<file path="src/rtl/countid_arbiter_pkg.sv">
// Shared defaults and the in-flight tag record for the countid arbiter.
package countid_arbiter_pkg;

    // Default geometry of the block.
    localparam int unsigned RuleNumDef    = 64;
    localparam int unsigned WidthCountDef = 6;
    localparam int unsigned NumReqDef     = 4;
    localparam int unsigned WidthIdDef    = 2;
    localparam int unsigned PipeLatDef    = 6;

    // The tag id field is sized for the largest supported requester index;
    // narrower WIDTH_ID values are zero-extended into it.
    localparam int unsigned TagIdWidth = 8;

    // Travels alongside a bit vector through the external countid pipeline.
    typedef struct packed {
        logic                  valid;
        logic [TagIdWidth-1:0] id;
        logic                  hit;
    } tag_t;

    function automatic tag_t make_tag(input logic valid, input logic [TagIdWidth-1:0] id,
                                      input logic hit);
        tag_t t;
        t.valid = valid;
        t.id    = id;
        t.hit   = hit;
        return t;
    endfunction

endpackage

</file>
<file path="src/rtl/countid_arbiter_rr_grant.sv">
// Round-robin grant with a registered search pointer.
module rr_grant #(
    parameter int unsigned NUM_REQ  = 4,
    parameter int unsigned WIDTH_ID = 2
) (
    input  logic                clk,
    input  logic                reset,
    input  logic                enable,
    input  logic [NUM_REQ-1:0]  req_valid,
    output logic [NUM_REQ-1:0]  grant,
    output logic                grant_valid,
    output logic [WIDTH_ID-1:0] grant_id
);

    logic [WIDTH_ID-1:0] ptr_q, ptr_d;

    // First valid requester at or above the pointer, wrapping at NUM_REQ.
    always_comb begin
        int unsigned idx;
        grant       = '0;
        grant_valid = 1'b0;
        grant_id    = '0;
        idx         = 0;
        for (int unsigned k = 0; k < NUM_REQ; k++) begin
            idx = 32'(ptr_q) + k;
            if (idx >= NUM_REQ) begin
                idx = idx - NUM_REQ;
            end
            if (enable && !grant_valid && req_valid[idx]) begin
                grant_valid = 1'b1;
                grant_id    = WIDTH_ID'(idx);
            end
        end
        if (grant_valid) begin
            grant[grant_id] = 1'b1;
        end
    end

    // Pointer moves just past the winner; holds when nothing is granted.
    always_comb begin
        ptr_d = ptr_q;
        if (grant_valid) begin
            ptr_d = (grant_id == WIDTH_ID'(NUM_REQ - 1)) ? '0 : grant_id + 1'b1;
        end
    end

    // Pointer register.
    always_ff @(posedge clk or posedge reset) begin
        if (reset) begin
            ptr_q <= '0;
        end else begin
            ptr_q <= ptr_d;
        end
    end

endmodule

</file>
<file path="src/rtl/countid_arbiter.sv">
// Arbitrates requesters onto a fixed-latency countid pipeline and re-tags the
// results on their way back.
module countid_arbiter
    import countid_arbiter_pkg::*;
#(
    parameter int unsigned RULE_NUM    = RuleNumDef,
    parameter int unsigned WIDTH_COUNT = WidthCountDef,
    parameter int unsigned NUM_REQ     = NumReqDef,
    parameter int unsigned WIDTH_ID    = WidthIdDef,
    parameter int unsigned PIPE_LAT    = PipeLatDef
) (
    input  logic                        clk,
    input  logic                        reset,
    input  logic                        enable,
    input  logic [NUM_REQ-1:0]          req_valid,
    input  logic [NUM_REQ*RULE_NUM-1:0] req_bv,
    output logic [NUM_REQ-1:0]          req_ready,
    output logic                        pipe_valid,
    output logic [RULE_NUM-1:0]         pipe_bv,
    input  logic                        pipe_countid_valid,
    input  logic [WIDTH_COUNT-1:0]      pipe_countid,
    output logic                        rsp_valid,
    output logic [WIDTH_ID-1:0]         rsp_id,
    output logic [WIDTH_COUNT-1:0]      rsp_countid,
    output logic                        rsp_hit,
    output logic                        busy,
    output logic                        err
);

    logic [NUM_REQ-1:0]     grant;
    logic                   grant_valid;
    logic [WIDTH_ID-1:0]    grant_id;
    logic [RULE_NUM-1:0]    grant_bv;

    tag_t                   issue_tag_q;
    logic [RULE_NUM-1:0]    pipe_bv_q;
    tag_t                   tag_q [PIPE_LAT];
    tag_t                   tail;

    logic                   rsp_valid_q;
    logic [WIDTH_ID-1:0]    rsp_id_q;
    logic [WIDTH_COUNT-1:0] rsp_countid_q;
    logic                   rsp_hit_q;
    logic                   err_q;

    rr_grant #(
        .NUM_REQ  (NUM_REQ),
        .WIDTH_ID (WIDTH_ID)
    ) u_rr_grant (
        .clk         (clk),
        .reset       (reset),
        .enable      (enable),
        .req_valid   (req_valid),
        .grant       (grant),
        .grant_valid (grant_valid),
        .grant_id    (grant_id)
    );

    assign req_ready = grant;

    // Select the winner's slice; grant is one-hot so an AND-OR mux suffices.
    always_comb begin
        grant_bv = '0;
        for (int i = 0; i < NUM_REQ; i++) begin
            grant_bv = grant_bv | ({RULE_NUM{grant[i]}} & req_bv[i*RULE_NUM +: RULE_NUM]);
        end
    end

    // Issue stage: the tag doubles as the pipe_valid source. An idle tag is
    // all-zero so stray results pick up id 0 and no hit.
    always_ff @(posedge clk or posedge reset) begin
        if (reset) begin
            issue_tag_q <= '0;
            pipe_bv_q   <= '0;
        end else begin
            if (grant_valid) begin
                issue_tag_q <= make_tag(1'b1, TagIdWidth'(grant_id), |grant_bv);
                pipe_bv_q   <= grant_bv;
            end else begin
                issue_tag_q <= '0;
            end
        end
    end

    assign pipe_valid = issue_tag_q.valid;
    assign pipe_bv    = pipe_bv_q;

    // Tag delay line matching the pipeline latency; never stalls.
    always_ff @(posedge clk or posedge reset) begin
        if (reset) begin
            for (int i = 0; i < PIPE_LAT; i++) begin
                tag_q[i] <= '0;
            end
        end else begin
            tag_q[0] <= issue_tag_q;
            for (int i = 1; i < PIPE_LAT; i++) begin
                tag_q[i] <= tag_q[i-1];
            end
        end
    end

    assign tail = tag_q[PIPE_LAT-1];

    // Response register: the pipeline's own valid wins even when misaligned.
    always_ff @(posedge clk or posedge reset) begin
        if (reset) begin
            rsp_valid_q   <= 1'b0;
            rsp_id_q      <= '0;
            rsp_countid_q <= '0;
            rsp_hit_q     <= 1'b0;
        end else begin
            rsp_valid_q <= pipe_countid_valid;
            if (pipe_countid_valid) begin
                rsp_id_q      <= WIDTH_ID'(tail.id);
                rsp_hit_q     <= tail.hit;
                rsp_countid_q <= tail.hit ? pipe_countid : '0;
            end
        end
    end

    // Sticky flag for any cycle where result and tag disagree on validity.
    always_ff @(posedge clk or posedge reset) begin
        if (reset) begin
            err_q <= 1'b0;
        end else if (pipe_countid_valid != tail.valid) begin
            err_q <= 1'b1;
        end
    end

    assign rsp_valid   = rsp_valid_q;
    assign rsp_id      = rsp_id_q;
    assign rsp_countid = rsp_countid_q;
    assign rsp_hit     = rsp_hit_q;
    assign err         = err_q;

    // Anything between grant and response keeps the block busy.
    always_comb begin
        busy = issue_tag_q.valid | rsp_valid_q;
        for (int i = 0; i < PIPE_LAT; i++) begin
            busy = busy | tag_q[i].valid;
        end
    end

endmodule

</file>
<file path="config.mk">
export PLATFORM = sky130hd
export DESIGN_NAME = countid_arbiter
export DESIGN_NICKNAME = d
export VERILOG_FILES = /design/src/rtl/countid_arbiter_pkg.sv /design/src/rtl/countid_arbiter_rr_grant.sv /design/src/rtl/countid_arbiter.sv
export SDC_FILE = /design/constraint.sdc
export NUM_CORES = 1
export LEC_CHECK = 0
export BUFFER_PORTS_ARGS = -buffer_cell sky130_fd_sc_hd__buf_2
export CELL_PAD_IN_SITES_DETAIL_PLACEMENT = 0
export CELL_PAD_IN_SITES_GLOBAL_PLACEMENT = 1
export CORE_MARGIN = 1.5
export CORE_UTILIZATION = 27
export DETAILED_ROUTE_END_ITERATION = 7
export HOLD_SLACK_MARGIN = 0.12
export PLACE_DENSITY_LB_ADDON = 0.1
export SKIP_LAST_GASP = 1
export SYNTH_ARGS = -nofsm -noshare
export SYNTH_HDL_FRONTEND = slang
export SYNTH_HIERARCHICAL = 1
export SYNTH_SLANG_ARGS = --single-unit
</file>
<file path="constraint.sdc">
create_clock -name clk -period 3.5 [get_ports clk]
set_clock_uncertainty 0.15 [all_clocks]
set_input_delay 0.35 -clock clk [delete_from_list [all_inputs] [get_ports clk]]
set_output_delay 0.35 -clock clk [all_outputs]
set_load 0.01 [all_outputs]
</file>
==> results.py, run 1 <==
metrics = {
    "pwr": {
        "p_comb_share_pct": 53.8,
        "p_sw_share_pct": 38.6,
        "power_density_nw_per_um2": 680,
        "switching_power_uw": 2320,
        "clkPwrFrac_pct": 18.0,
        "vdd_drop_max_uv": 250,
        "power_frac_seq_pct": 28.2,
        "leakagePower_uw": 0.00429,
        "power.internal_uw": 3690,
    },
    "finish": {
        "antenna-diode-count": 0,
        "final_core_util_pct": 46.8,
        "area_delta_synth_final_pct": 68.6,
        "final_layout_size_suffix_gt1_share_pct": 58.2,
        "layout.nets": 1190,
        "fin_cells": 1181,
    },
    "hold_path": {
        "holdPathStages": 3,
        "min_to": "pipe_bv[4]",
        "worstHoldPathType": "in2reg",
        "hold_start": "req_bv[196]",
    },
    "synth": {
        "yosysTopAreaCell": "dfrtp_1",
        "synth_area_leaders": "dfrtp_1 50%, a221oi_1 11%, a22o_1 11%",
        "synth_nets": 784,
        "synth_top_cell_area_share_pct": 50.1,
        "ys_top_cells_by_count": "105 x dfrtp_1, 70 x nor2_1, 67 x a21oi_1, 64 x a221oi_1, 64 x a22o_1",
        "async_flop_share_pct": 100,
        "synthCells": 510,
        "ys.flop_type": "dfrtp_1",
        "yosysWarningCount": 6,
        "synth_cell_type_count": 38,
        "ys_ff_latch": 105,
        "syn_avg_cell_area_um2": 10.3,
        "syn_area_um2": 5240,
        "synth_edf_count": 0,
        "synth.most_common_cell": "dfrtp_1",
        "yosysSeqAreaShare_pct": 50.1,
    },
    "worst_setup_path": {
        "required_ns": 3.57,
        "cp.arrival_ns": 3.64,
        "startpoint": "u_rr_grant/ptr_q[1]",
        "crit_fanout": 18,
        "start_kind": "flop",
        "end_kind": "flop",
        "critical_path_class": "reg2reg",
        "r2r_setup_slack_ns": -0.07,
        "reg2reg_to": "issue_tag_q[0]",
        "rr_worst_depth": 14,
        "timing.rr.start": "u_rr_grant/ptr_q[1]",
    },
    "sta": {
        "fmax_ghz": 0.280,
        "tightest_slew_ns": 0.754,
        "timing.slew.headroom_pct": 49.8,
        "worst_slack_ns": -0.0743,
        "timing.final.crit_share_pct": 102,
        "finalHoldViolations": 0,
        "rsz0062_at_grt": "true",
        "period_needed_ns": 3.57,
        "setup_viol": 1,
        "holdWs_ns": 0.157,
        "report.final.slew_viol_count": 0,
    },
    "floorplanning": {
        "ioPinCount": 351,
        "rows": 50,
        "die_h_um": 142,
        "start_util_pct": 27.7,
        "die_x_um": 142,
        "die_area_um2": 20300,
        "core_um2": 18900,
    },
    "run_status": {
        "status": "finished, violations left",
        "violations": "negative setup slack",
    },
    "clock_tree": {
        "h-tree-depth": 3,
        "clk_path_buf_depth": 2,
        "cts_sinks": 105,
        "cts_root_buf": "clkbuf_16",
        "cts_inserted_buffers": 9,
        "clk_pin_slew_worst_paths_ns": 0.08,
        "cts_tree": "built",
        "clk_latency_ns": 0.36,
    },
    "route": {
        "post_drt_wl_per_cell_um": 19.9,
        "vias_per_cell": 4.97,
        "vias": 5875,
        "drcViolationCount": 0,
        "drtIter0Drc": 299,
        "drt-total-wl_um": 23500,
        "antenna_left": 0,
        "first_pass_iters": 7,
    },
    "job": {
        "drv_cap": 0,
    },
    "placement": {
        "dp_hpwl_um": 17800,
        "io_buffers": 350,
        "place_inst": 1147,
        "place.gp.congestion": 0.892,
    },
    "global_routing": {
        "grt.overflow.total": 0,
        "antenna_found_initial": 0,
        "grt_max_degree": 74,
        "grt_pass1_wl_um": 34700,
        "grt_pass1_vias": 6126,
        "gr-usage-all-layers_pct": 23.0,
    },
}
## kinds of logic (layout without fill, tap and decap cells)
group / Yosys count / in the layout / synth area share (%)
and+or+nand+nor: 116 / 116 / 10.0
adders and majority gates: 4 / 4 / 0.955
DFF: 105 / 105 / 50.1
buffers and inverters: 61 / 472 / 6.52
xor gates and xnor gates: 1 / 1 / 0.167
muxes: 7 / 7 / 1.58
AOI/OAI and AO/OA: 216 / 216 / 30.6
## placed cells by master (no fill, tap or decap), types with 2 or more instances in the layout
master,netlist,layout
buf_2,2,350
dfrtp_1,105,105
buf_4,1,72
nor2_1,70,68
a21oi_1,67,66
a22o_1,64,64
a221oi_2,0,43
nand4_1,16,16
a221oi_4,0,13
inv_1,12,11
clkbuf_16,0,9
buf_12,0,9
a221oi_1,64,8
dlygate4sd3_1,0,8
o21ai_0,8,7
nand2_1,6,6
nand3_1,6,6
mux2_2,6,5
buf_16,0,5
nor4_2,0,4
nor4_1,7,3
ha_1,4,3
and2_1,6,2
inv_8,0,2
clkinvlp_4,0,2
inv_6,0,2
a31oi_1,2,2
mux2_4,1,2
a22oi_2,1,2
and2_4,0,2
and2_2,0,2
## critical path, cell delays in order (launching register included)
cell	delay, ns
dfrtp_1	0.43
mux2_4	0.31
a32o_2	0.30
a22oi_2	0.19
o22ai_2	0.11
a31o_1	0.22
ha_1	0.20
and2_4	0.18
buf_12	0.18
buf_4	0.18
a221oi_2	0.24
buf_4	0.15
nand4_1	0.10
nor4_2	0.32
a41oi_1	0.15
## what timing repair did
| item | in CTS | in global routing |
|---|---|---|
| hold buffers | 8 | 0 |
| setup endpoints to repair | 1 | 1 |
| resized for setup | 87 | 9 |
| pin swaps | 20 | 11 |
| cloned | 5 | 0 |
| setup buffers | 4 | 2 |
| hold endpoints to repair | 65 | 0 |
## worst max path at each step
stage | endpoint | slack [ns] | cells after the start
after floorplan | issue_tag_q[0] | 0.1 | 14
after global placement | issue_tag_q[0] | -0.30 | 14
after detailed placement | issue_tag_q[0] | -0.33 | 13
after CTS | issue_tag_q[0] | -0.03 | 15
after global routing | issue_tag_q[0] | -0.23 | 16
final | issue_tag_q[0] | -0.07 | 14
## layout make-up
cell class,instances,area [um^2]
Clock buffer,9,225
Clock inverter,7,85.1
Fill cell,1903,10100
Inverter,12,47.5
Multi-Input combinational cell,344,2840
Sequential cell,105,2630
Tap cell,260,325
Timing Repair Buffer,444,2690
## registers in the layout, summed over array words and instances, names as in the netlist
name              flops
tag_q                24
rsp_valid             1
err                   1
rsp_id                2
rsp_countid           6
issue_tag_q           3
pipe_bv              64
u_rr_grant/ptr_q      2
rsp_hit               1
pipe_valid            1
## per-stage QoR
stage	TNS (ns)	total power (uW)	instance area [um^2]	worst slack, ns
after floorplan	0	3130	5240	0.0982
after global placement	-0.295	4430	7670	-0.295
after detailed placement	-0.330	4460	7670	-0.330
after CTS	-0.0283	6040	8790	-0.0283
after global routing	-0.229	6400	8840	-0.229
final	-0.0743	6010	8840	-0.0743
## metal layers
| metal | share of wire [%] | vias to the layer above | global-route usage [%] | wire length (um) |
|---|---|---|---|---|
| li1 | - | 2806 | - | - |
| met1 | 41 | 2803 | 27.9 | 9660 |
| met2 | 51 | 247 | 41.1 | 12000 |
| met3 | 6.7 | 19 | 5.48 | 1590 |
| met4 | 1.2 | 0 | 5.43 | 285 |
| met5 | 0 | - | 0 | 0 |
## power by group through the flow
stage / combinational (uW) / sequential, uW / clock, uW
finish: 3240 / 1690 / 1080
CTS: 3240 / 1700 / 1110
detailed placement: 2750 / 1710 / 0
global placement: 2720 / 1710 / 0
floorplan: 1320 / 1800 / 0
global route: 3510 / 1730 / 1160
No activity file was read; power rests on OpenSTA's default activity.
==> run 2, diff against run 1 <==
Settings changed: SETUP_SLACK_MARGIN set to 0.15.
==> run 2 against run 1 <==
The run still ends with negative setup slack left; maximum frequency fell by 0.25%; combinational power rose by 5%; non-clock buffer count rose by 9; cell area rose by 1.6%; clock power barely moved; die area did not move; wire length rose by 0.83%; first-iteration DRC count fell by 41%; sequential power barely moved; hold slack got worse by 0.024 ns; critical path type unchanged; critical endpoint unchanged; largest cell class unchanged.
==> results.py, run 2 (synthesis results as in run 1) <==
metrics = {
    "run_status": {
        "status": "finished, violations left",
        "violations": "negative setup slack",
    },
    "floorplanning": {
        "die_area_um2": 20300,
        "ioPinCount": 351,
        "start_util_pct": 27.7,
        "rows": 50,
        "core_um2": 18900,
        "die_h_um": 142,
        "die_x_um": 142,
    },
    "hold_path": {
        "holdPathStages": 3,
        "worstHoldPathType": "in2reg",
    },
    "worst_setup_path": {
        "rr_worst_depth": 13,
        "critical_path_class": "reg2reg",
        "cp.arrival_ns": 3.65,
        "start_kind": "flop",
        "end_kind": "flop",
        "required_ns": 3.57,
        "crit_fanout": 7,
    },
    "global_routing": {
        "grt_pass1_wl_um": 34600,
        "gr-usage-all-layers_pct": 22.8,
        "grt_max_degree": 95,
        "antenna_found_initial": 2,
        "grt.overflow.total": 0,
        "grt_pass1_vias": 6198,
    },
    "sta": {
        "timing.slew.headroom_pct": 40.0,
        "worst_slack_ns": -0.0832,
        "tns_ns": -0.0832,
        "setup_viol": 1,
        "period_needed_ns": 3.58,
        "fmax_ghz": 0.279,
        "finalHoldViolations": 0,
        "rsz0062_at_grt": "true",
        "tightest_slew_ns": 0.900,
        "timing.final.crit_share_pct": 102,
        "report.final.slew_viol_count": 0,
    },
    "placement": {
        "place_inst": 1147,
        "dp_hpwl_um": 17700,
        "place.gp.congestion": 0.859,
        "io_buffers": 350,
    },
    "clock_tree": {
        "h-tree-depth": 3,
        "cts_root_buf": "clkbuf_16",
        "clk_latency_ns": 0.35,
        "clk_path_buf_depth": 2,
        "cts_tree": "built",
        "cts_sinks": 105,
        "clk_pin_slew_worst_paths_ns": 0.08,
        "cts_inserted_buffers": 9,
    },
    "finish": {
        "final_cell_mix": "349 x buf_2, 103 x dfrtp_1, 84 x buf_4, 68 x nor2_1, 66 x a21oi_1",
        "area_delta_synth_final_pct": 71.4,
        "final_common_cell": "buf_2",
        "layout.nets": 1202,
        "final_core_util_pct": 47.5,
        "final_layout_size_suffix_gt1_share_pct": 59.4,
        "largest_reg_flops": 64,
        "fin_cells": 1195,
    },
    "route": {
        "antenna_left": 0,
        "drt-total-wl_um": 23700,
        "post_drt_wl_per_cell_um": 19.9,
        "first_pass_iters": 4,
        "vias": 6002,
        "drtIter0Drc": 177,
        "drcViolationCount": 0,
        "vias_per_cell": 5.02,
    },
    "pwr": {
        "vdd_drop_max_uv": 295,
        "leakagePower_uw": 0.00435,
        "power_density_nw_per_um2": 686,
    },
    "job": {
        "drv_cap": 0,
    },
}
run 2: cell count changes in the layout (fill, tap and decap cells not counted), sizes merged:
cell / previous run / this run
buf: 436 / 446
and2: 6 / 9
clkbuf: 9 / 11
clkinv: 0 / 2
clkinvlp: 2 / 0
diode: 0 / 2
inv: 16 / 14
dlygate4sd3: 8 / 7
run 2: repair_timing:
action | in CTS | in global routing
endpoints found under the setup margin | 1 | 5
endpoints found under the hold margin | 68 | 0
hold buffers | 7 | 0
buffers inserted | 18 | 2
gates resized for setup | 68 | 8
pin swaps | 29 | 2
cloned | 3 | 0
run 2: path summary, 6_finish.rpt:
kind                                       end                start  slack (ns)
max                             issue_tag_q[0]  u_rr_grant/ptr_q[1]       -0.08
min reg2reg                          tag_q[42]            tag_q[52]        0.20
max in group asynchronous          pipe_bv[48]                reset        1.80
min                             rsp_countid[4]      pipe_countid[4]        0.13
max reg2reg                     issue_tag_q[0]  u_rr_grant/ptr_q[1]       -0.08
min in group asynchronous  u_rr_grant/ptr_q[0]                reset        0.28
run 2: report_power, final:
part	leakage (uW)	switching (uW)	internal, uW
logic	0.00292	1740	1650
clock network	0.000153	484	588
registers	0.00128	175	1520
run 2: layer usage:
metal	up-vias	wire length (um)	global-route usage (%)
met5	-	0	0
met4	0	442	6.84
met3	25	1550	4.98
met2	240	11900	40.6
met1	2911	9820	27.6
li1	2826	-	-
run 2: stage by stage:
stage / setup WS [ns] / area (um^2) / total power, uW / hold slack, ns
3_5_place_dp: -0.391 / 7880 / 4580 / 0.0980
3_3_place_gp: -0.282 / 7880 / 4550 / 0.0999
6_report: -0.0832 / 8980 / 6160 / 0.132
2_1_floorplan: 0.154 / 5490 / 3250 / -0.0588
4_1_cts: -0.0574 / 8940 / 6210 / 0.128
5_1_grt: -0.204 / 8980 / 6560 / 0.163
run 2: cell type report:
| type | count | area, um^2 |
|---|---|---|
| repair buffers | 453 | 2660 |
| clock inverters | 5 | 72.6 |
| inverters | 12 | 47.5 |
| fillers | 1863 | 9910 |
| flip-flops and latches | 105 | 2630 |
| well taps | 260 | 325 |
| clock buffers | 11 | 243 |
| diodes | 2 | 5.00 |
| multi-input cells | 347 | 3000 |
run 2: worst max-delay path, cell delays in order, from the launching register on:
cell	delay (ns)
dfrtp_2	0.44
mux2_4	0.30
a32o_2	0.30
a22oi_2	0.17
o22ai_2	0.10
a31o_4	0.25
ha_4	0.19
and2_4	0.22
buf_12	0.15
buf_4	0.16
a221oi_4	0.26
nand4_1	0.24
nor4_2	0.38
a41oi_2	0.14
==> run 3, diff against run 2 <==
Settings changed: SKIP_CTS_REPAIR_TIMING set to 1.
==> run 3 against run 2 <==
The run still ends with negative setup slack left; count of clock-buffer cells in the layout did not move; global-route usage shrank 1.8 points; critical endpoint unchanged; critical path type unchanged; register-to-register slack worse by 0.06 ns; largest cell class unchanged; setup slack lost 0.065 ns; non-clock buffer count decreased by 10; combinational power decreased by 5%; highest routed layer unchanged; power down 2.8%; critical path depth increased by 2.
==> results.py, run 3 (synthesis results as in run 1) <==
metrics = {
    "run_status": {
        "status": "finished, violations left",
        "violations": "negative setup slack",
    },
    "finish": {
        "final_layout_size_suffix_gt1_share_pct": 58.5,
        "layout.nets": 1192,
        "largest_reg_flops": 64,
        "fin_cells": 1185,
        "area_delta_synth_final_pct": 66.9,
        "final_common_cell": "buf_2",
        "design_area_um2": 8750,
        "final_cell_mix": "350 x buf_2, 105 x dfrtp_1, 81 x buf_4, 68 x nor2_1, 66 x a21oi_1",
    },
    "clock_tree": {
        "cts_sinks": 105,
        "clk_path_buf_depth": 2,
        "cts_tree": "built",
        "cts_root_buf": "clkbuf_16",
        "clk_latency_ns": 0.34,
        "clk_pin_slew_worst_paths_ns": 0.07,
        "h-tree-depth": 3,
        "cts_inserted_buffers": 9,
    },
    "pwr": {
        "power_density_nw_per_um2": 685,
        "leakagePower_uw": 0.00429,
        "p_comb_share_pct": 53.8,
        "vdd_drop_max_uv": 290,
        "p_sw_share_pct": 39.0,
        "clkPwrFrac_pct": 17.9,
        "power.internal_uw": 3660,
        "switching_power_uw": 2330,
        "power_frac_seq_pct": 28.4,
    },
    "placement": {
        "dpl_cell_area_um2": 7880,
        "dp_hpwl_um": 17700,
        "place.gp.congestion": 0.859,
        "io_buffers": 350,
        "place_inst": 1147,
    },
    "route": {
        "first_pass_iters": 4,
        "antenna_left": 0,
        "vias": 5952,
        "vias_per_cell": 5.02,
        "post_drt_wl_per_cell_um": 20.0,
        "drcViolationCount": 0,
        "top_layer": "met4",
        "drt-total-wl_um": 23700,
        "drtIter0Drc": 162,
        "wl_met3_um": 1560,
        "route.met2.wl_um": 11900,
        "met1_length_um": 9830,
    },
    "sta": {
        "tightest_slew_ns": 0.893,
        "timing.slew.headroom_pct": 40.5,
        "timing.final.crit_share_pct": 104,
        "finalHoldViolations": 0,
        "fmax_ghz": 0.274,
        "worst_slack_ns": -0.148,
        "report.final.slew_viol_count": 0,
        "setup_viol": 1,
        "period_needed_ns": 3.65,
        "rsz0062_at_grt": "true",
    },
    "global_routing": {
        "grt_pass1_wl_um": 32300,
        "antenna_found_initial": 2,
        "grt.overflow.total": 0,
        "grt_max_degree": 95,
        "gr-usage-all-layers_pct": 21.1,
        "grt_pass1_vias": 5929,
    },
    "floorplanning": {
        "ioPinCount": 351,
        "die_x_um": 142,
        "core_um2": 18900,
        "start_util_pct": 27.7,
        "die_area_um2": 20300,
        "die_h_um": 142,
        "rows": 50,
    },
    "worst_setup_path": {
        "timing.rr.start": "u_rr_grant/ptr_q[1]",
        "startpoint": "u_rr_grant/ptr_q[1]",
        "rr_worst_depth": 15,
        "start_kind": "flop",
        "path_cells": "mux2_4 -> a32o_2 -> a22oi_2 -> o22ai_2 -> a31o_1 -> ha_4 -> and2_4 -> buf_12 -> buf_12 -> buf_4 -> a221oi_4 -> nand4_1 -> nor4_4 -> buf_4 -> a41oi_1",
        "required_ns": 3.57,
        "crit_slowest_cell": "dfrtp_1",
        "end_kind": "flop",
        "critical_path_class": "reg2reg",
        "crit_fanout": 5,
        "cp.arrival_ns": 3.71,
        "slowest_delay_ns": 0.44,
    },
    "job": {
        "drv_cap": 0,
    },
    "hold_path": {
        "worstHoldPathType": "in2reg",
        "hold_start": "pipe_countid[2]",
        "holdPathStages": 3,
    },
}
run 3: critical path: cells and delay by family, from the launching register on:
| family | cells | cell delay [ns] |
|---|---|---|
| AOI/OAI and AO/OA | 6 | 1.16 |
| adders and majority gates | 1 | 0.18 |
| buffers and inverters | 4 | 0.56 |
| DFF | 1 | 0.44 |
| muxes | 1 | 0.31 |
| and+or+nand+nor | 3 | 0.71 |
run 3: through the flow:
step	power (uW)	hold WS, ns	setup TNS (ns)	setup WS, ns	util, %
finish	5990	0.105	-0.148	-0.148	46.3
detailed placement	4580	0.0980	-0.391	-0.391	41.7
global route	6380	0.126	-0.293	-0.293	46.3
floorplan	3250	-0.0588	0	0.154	-
global placement	4550	0.0999	-0.282	-0.282	41.7
CTS	5680	-0.284	-0.420	-0.420	43.4
run 3: layer usage:
| layer | up-vias | track usage, % |
|---|---|---|
| met5 | - | 0 |
| met4 | 0 | 6.35 |
| met3 | 21 | 4.95 |
| met2 | 244 | 37.3 |
| met1 | 2874 | 25.4 |
| li1 | 2813 | - |
run 3: final timing paths:
kind                                       endpoint  slack [ns]
worst max-delay path                 issue_tag_q[0]       -0.15
worst min-delay path                 rsp_countid[2]        0.11
worst max register to register       issue_tag_q[0]       -0.15
worst min register to register            tag_q[42]        0.20
max in group asynchronous               pipe_bv[48]        1.80
min in group asynchronous       u_rr_grant/ptr_q[0]        0.29
run 3: cell type report:
type	count	area (um^2)
diodes	2	5.00
clock buffers	11	243
clock inverters	5	72.6
fillers	1898	10100
inverters	12	47.5
multi-input cells	347	2870
flip-flops and latches	105	2630
well taps	260	325
repair buffers	443	2560
run 3: power by group through the flow:
stage          clock network (uW)  logic [uW]  registers (uW)
6_report                     1070        3220            1700
5_1_grt                      1150        3480            1740
4_1_cts                      1110        2870            1700
3_5_place_dp                    0        2860            1720
3_3_place_gp                    0        2830            1720
2_1_floorplan                   0        1450            1800
